[src/rtl/async_frame_receiver.sv]
// Chunked message receiver: synchronizes an asynchronous frame enable and chunk
// strobe, assembles chunks LSB-first and publishes whole messages or flags bad frames.
module async_frame_receiver #(
  parameter int MSG_W       = 16,
  parameter int CHUNK_W     = 6,
  parameter int SYNC_STAGES = 2,
  localparam int NCHUNK     = (MSG_W + CHUNK_W - 1) / CHUNK_W,
  localparam int CNT_W      = $clog2(NCHUNK + 2),
  localparam int BUF_W      = NCHUNK * CHUNK_W
) (
  input  logic               clk_receive,
  input  logic               rst_n,
  input  logic               transmit_ctrl,
  input  logic               packet_pulse,
  input  logic [CHUNK_W-1:0] din,
  output logic [MSG_W-1:0]   read_buffer,
  output logic               msg_valid,
  output logic               frame_err,
  output logic [CNT_W-1:0]   chunk_count
);

  localparam logic [CNT_W-1:0] NCHUNK_C = CNT_W'(NCHUNK);
  localparam logic [CNT_W-1:0] SAT_C    = CNT_W'(NCHUNK + 1);

  typedef enum logic [1:0] {
    IDLE  = 2'd0,
    RECV  = 2'd1,
    CHECK = 2'd2
  } state_t;

  state_t state_q, state_d;

  logic [SYNC_STAGES-1:0] ctrl_sync_q;
  logic [SYNC_STAGES-1:0] pulse_sync_q;
  logic                   pulse_prev_q;
  logic                   ctrl_s;
  logic                   pulse_s;
  logic                   strobe_s;

  logic [CHUNK_W-1:0] chunk_q, chunk_d;
  logic [BUF_W-1:0]   buf_q, buf_d;
  logic [CNT_W-1:0]   count_q, count_d;
  logic [MSG_W-1:0]   rb_q, rb_d;
  logic               mv_q, mv_d;
  logic               fe_q, fe_d;

  assign ctrl_s   = ctrl_sync_q[SYNC_STAGES-1];
  assign pulse_s  = pulse_sync_q[SYNC_STAGES-1];
  assign strobe_s = pulse_s & ~pulse_prev_q;

  // din is held stable by the sender while the pulse is high, so only controls are synchronized
  always_ff @(posedge clk_receive or negedge rst_n) begin
    if (!rst_n) begin
      ctrl_sync_q  <= '0;
      pulse_sync_q <= '0;
      pulse_prev_q <= 1'b0;
    end else begin
      ctrl_sync_q  <= {ctrl_sync_q[SYNC_STAGES-2:0], transmit_ctrl};
      pulse_sync_q <= {pulse_sync_q[SYNC_STAGES-2:0], packet_pulse};
      pulse_prev_q <= pulse_s;
    end
  end

  always_ff @(posedge clk_receive or negedge rst_n) begin
    if (!rst_n) begin
      state_q <= IDLE;
    end else begin
      state_q <= state_d;
    end
  end

  always_comb begin
    state_d = state_q;
    case (state_q)
      IDLE: begin
        if (ctrl_s) begin
          state_d = RECV;
        end else begin
          state_d = IDLE;
        end
      end
      RECV: begin
        if (!ctrl_s) begin
          state_d = CHECK;
        end else begin
          state_d = RECV;
        end
      end
      CHECK:   state_d = IDLE;
      default: state_d = IDLE;
    endcase
  end

  always_comb begin
    chunk_d = strobe_s ? din : chunk_q;
    buf_d   = buf_q;
    count_d = count_q;
    rb_d    = rb_q;
    mv_d    = 1'b0;
    fe_d    = 1'b0;
    case (state_q)
      IDLE: begin
        if (ctrl_s) begin
          buf_d   = '0;
          count_d = '0;
        end else begin
          buf_d   = buf_q;
        end
      end
      RECV: begin
        // A strobe arriving together with the frame end is still taken before CHECK
        if (strobe_s) begin
          if (count_q < NCHUNK_C) begin
            buf_d = (buf_q >> CHUNK_W) | (BUF_W'(chunk_d) << (BUF_W - CHUNK_W));
          end else begin
            buf_d = buf_q;
          end
          if (count_q < SAT_C) begin
            count_d = count_q + CNT_W'(1);
          end else begin
            count_d = count_q;
          end
        end else begin
          buf_d = buf_q;
        end
      end
      CHECK: begin
        if (count_q == NCHUNK_C) begin
          rb_d = buf_q[MSG_W-1:0];
          mv_d = 1'b1;
        end else begin
          fe_d = 1'b1;
        end
      end
      default: begin
        buf_d = buf_q;
      end
    endcase
  end

  always_ff @(posedge clk_receive or negedge rst_n) begin
    if (!rst_n) begin
      chunk_q <= '0;
      buf_q   <= '0;
      count_q <= '0;
      rb_q    <= '0;
      mv_q    <= 1'b0;
      fe_q    <= 1'b0;
    end else begin
      chunk_q <= chunk_d;
      buf_q   <= buf_d;
      count_q <= count_d;
      rb_q    <= rb_d;
      mv_q    <= mv_d;
      fe_q    <= fe_d;
    end
  end

  assign read_buffer = rb_q;
  assign msg_valid   = mv_q;
  assign frame_err   = fe_q;
  assign chunk_count = count_q;

endmodule

[config.mk]
export PLATFORM = sky130hd
export DESIGN_NAME = async_frame_receiver
export DESIGN_NICKNAME = d
export VERILOG_FILES = /design/src/rtl/async_frame_receiver.sv
export SDC_FILE = /design/constraint.sdc
export NUM_CORES = 1
export LEC_CHECK = 0
export BUFFER_PORTS_ARGS = -buffer_cell sky130_fd_sc_hd__buf_2
export CAP_MARGIN = 20
export CORE_MARGIN = 2
export CORE_UTILIZATION = 43
export CTS_BUF_LIST = sky130_fd_sc_hd__clkbuf_4 sky130_fd_sc_hd__clkbuf_8 sky130_fd_sc_hd__clkbuf_16
export DETAILED_ROUTE_END_ITERATION = 10
export PLACE_DENSITY_LB_ADDON = 0.2
export SLEW_MARGIN = 20
export SYNTH_ARGS = -nofsm -noshare
export SYNTH_HDL_FRONTEND = slang
export SYNTH_SLANG_ARGS = --single-unit
[constraint.sdc]
create_clock -name clk_receive -period 1.6 [get_ports clk_receive]
set_clock_uncertainty 0.05 [all_clocks]
set_input_delay 0.16 -clock clk_receive [delete_from_list [all_inputs] [get_ports clk_receive]]
set_output_delay 0.16 -clock clk_receive [all_outputs]
set_load 0.01 [all_outputs]
==> flow_metrics.py <==
metrics = {
    "clock_tree": {
        "cts_buffer_depth": 2,
        "cts_htree_levels": 2,
        "cts_made_buffers": 5,
        "cts.clk_slew.worst_paths_ns": 0.10,
        "cts_tree": "done",
        "cts_root_buffer": "clkbuf_8",
        "worstSkewPairLatency_ns": 0.30,
        "cts.sinks": 52,
    },
    "sta": {
        "setup_tns_ns": 0,
        "finalSetupViolCount": 0,
        "slew_viol_final": 0,
        "rsz0062_at_grt": "yes",
        "tightestPinTransition_ns": 0.4797,
        "min_period_over_period_pct": 99.79,
        "fin_crit_ns": 1.597,
        "hold_viol": 0,
        "fmax_mhz": 626.3,
        "max-slew-margin-rel_pct": 68.02,
    },
    "drt": {
        "wl_per_cell_um": 13.86,
        "postRouteAntennaNets": 0,
        "dr.pass1.iters": 2,
        "drt_iter0_markers": 47,
        "wirelength_um": 3644,
        "vias": 1279,
        "drc": 0,
        "routed_via_density": 4.863,
    },
    "logic_synthesis": {
        "seq_area_frac_synth_pct": 62.28,
        "synth_nets": 164,
        "synth_cells": 152,
        "synth_cell_types": 28,
        "ys_warn_count": 0,
        "syn_area_per_cell_um2": 13.75,
        "synthArstFlopShare_pct": 100.0,
        "ys_ff_latch": 52,
        "synth_edf_count": 0,
        "synth_area_um2": 2090,
        "ys.flop_type": "dfrtp_1",
    },
    "finish": {
        "fin_nets": 220,
        "fin_cells": 263,
        "drive_gt1_share_pct": 46.89,
        "area_growth_syn_to_layout_pct": 29.40,
        "final_cell_mix": "dfrtp_1, buf_2, mux2_4, buf_4, inv_1",
        "layout_commonest_cell": "dfrtp_1",
        "diodes": 0,
    },
    "setup_path": {
        "crit_chain": "or3b_4 -> a211o_4 -> mux2_4",
        "rrSetupSlack_ns": 0.003,
        "worstPathArrival_ns": 1.74,
        "start_kind": "register",
        "cp_slowest_cell": "dfrtp_1",
        "endpoint_kind": "register",
        "worstSetupPathType": "register to register",
        "cp_max_fo": 8,
        "cp.required_ns": 1.74,
        "max_stage_delay_ns": 0.40,
    },
    "place": {
        "dp_cells": 247,
        "portBuffers": 30,
        "hpwl_um": 2607,
        "routabilityCongestion": 0.7890,
    },
    "min_path": {
        "hp-class": "primary input to register",
    },
    "global_routing": {
        "overflow": 0,
        "grt_pass1_vias": 1406,
        "antenna_found_initial": 0,
        "grt_use_total_pct": 15.88,
        "grt_pass1_wl_um": 6555,
        "grt_max_degree": 34,
    },
    "die": {
        "dieArea_um2": 5433,
        "die_x_um": 73.71,
        "num_io_pins": 31,
        "initial_utilization_pct": 44.53,
        "core_um2": 4692,
        "rows": 25,
        "die_h_um": 73.71,
    },
    "power": {
        "worst_ir_drop_vdd_uv": 643.4,
        "power_density_nw_per_um2": 974.2,
        "total_power_uw": 2634,
        "power.leakage_uw": 0.001413,
    },
    "run_status": {
        "outcome": "complete, no violations",
    },
    "flow_run": {
        "max_cap_viol_count": 0,
    },
}
[per-layer routing]
metal	up-vias	global-route usage, %	share of wire, %
met3	6	4.115	3.8
met1	632	22.02	48
li1	616	-	-
met2	25	24.50	46
met4	0	4.848	1.3
met5	-	0	0
[final cells by class]
type / instances / area (µm²)
inverters: 14 / 52.55
clock buffers: 6 / 76.32
fillers: 415 / 1988
multi-input cells: 79 / 780.7
clock inverters: 2 / 13.76
repair buffers: 56 / 410.4
flip-flops and latches: 52 / 1303
well taps: 54 / 67.56
[cells in the mapped netlist, types with 2 or more instances]
library cell | instances | share of area, %
nor2_1 | 2 | 0.36
nand2_1 | 12 | 2.2
mux2i_1 | 12 | 5.7
clkbuf_1 | 2 | 0.36
o21ai_0 | 3 | 0.72
dfrtp_1 | 52 | 62
inv_1 | 14 | 2.5
and2_1 | 6 | 1.8
ha_1 | 2 | 1.2
mux2_2 | 27 | 15
buf_2 | 3 | 0.72
[stage by stage]
| step | area, µm² | utilization (%) | hold WS, ns | worst slack (ns) |
|---|---|---|---|---|
| floorplan | 2140 | - | -0.1856 | -0.06446 |
| global placement | 2466 | 52.56 | 0.08414 | -0.05139 |
| detailed placement | 2466 | 52.56 | 0.09350 | -0.08433 |
| CTS | 2609 | 55.60 | 0.04247 | -0.001080 |
| global route | 2704 | 57.63 | 0.03942 | -0.04162 |
| finish | 2704 | 57.63 | 0.04848 | 0.003363 |
[sequential cells by signal, indices dropped and copies added (netlist names)]
register,flops
buf_q,18
read_buffer,16
chunk_q,6
chunk_count,3
ctrl_sync_q,2
pulse_sync_q,2
state_q,2
frame_err,1
msg_valid,1
pulse_prev_q,1
[worst paths after layout]
check	from	endpoint	cells past startpoint
min reg2reg	ctrl_sync_q[0]	ctrl_sync_q[1]	0
max in group asynchronous	rst_n	buf_q[11]	3
max	pulse_prev_q	buf_q[16]	3
max reg2reg	pulse_prev_q	buf_q[16]	3
min	din[3]	chunk_q[3]	2
min in group asynchronous	rst_n	buf_q[16]	2
[what timing repair did]
action / CTS / global route
pin swaps: 0 / 1
hold endpoints to repair: 21 / 0
setup buffers: 1 / 3
gates resized for setup: 4 / 15
cloned: 0 / 1
hold buffers: 3 / 0
endpoints found under the setup margin: 20 / 26
[kinds of logic (layout without fill, tap and decap cells)]
kind of cell               Yosys count  after routing  share of synthesized area [%]
muxes                               40             40                          21.02
and+or+nand+nor                     30             30                          8.145
buffers and inverters               21             78                          5.090
DFF                                 52             52                          62.28
adders and majority gates            2              2                          1.197
AOI/OAI and AO/OA                    7              7                          2.276
[power breakdown]
group	switching (µW)	internal [µW]	leakage (µW)	total, µW
Combinational	198	221	0.000673	418
Sequential	56.9	1410	0.000691	1470
Clock	419	329	0.0000490	749
Total	674	1960	0.00141	2630
[critical path, delay by kind of cell (launching register included)]
family,cells,cell delay [ns]
DFF,1,0.40
muxes,1,0.31
and+or+nand+nor,1,0.40
AOI/OAI and AO/OA,1,0.34
(Power assumes the default switching activity.)
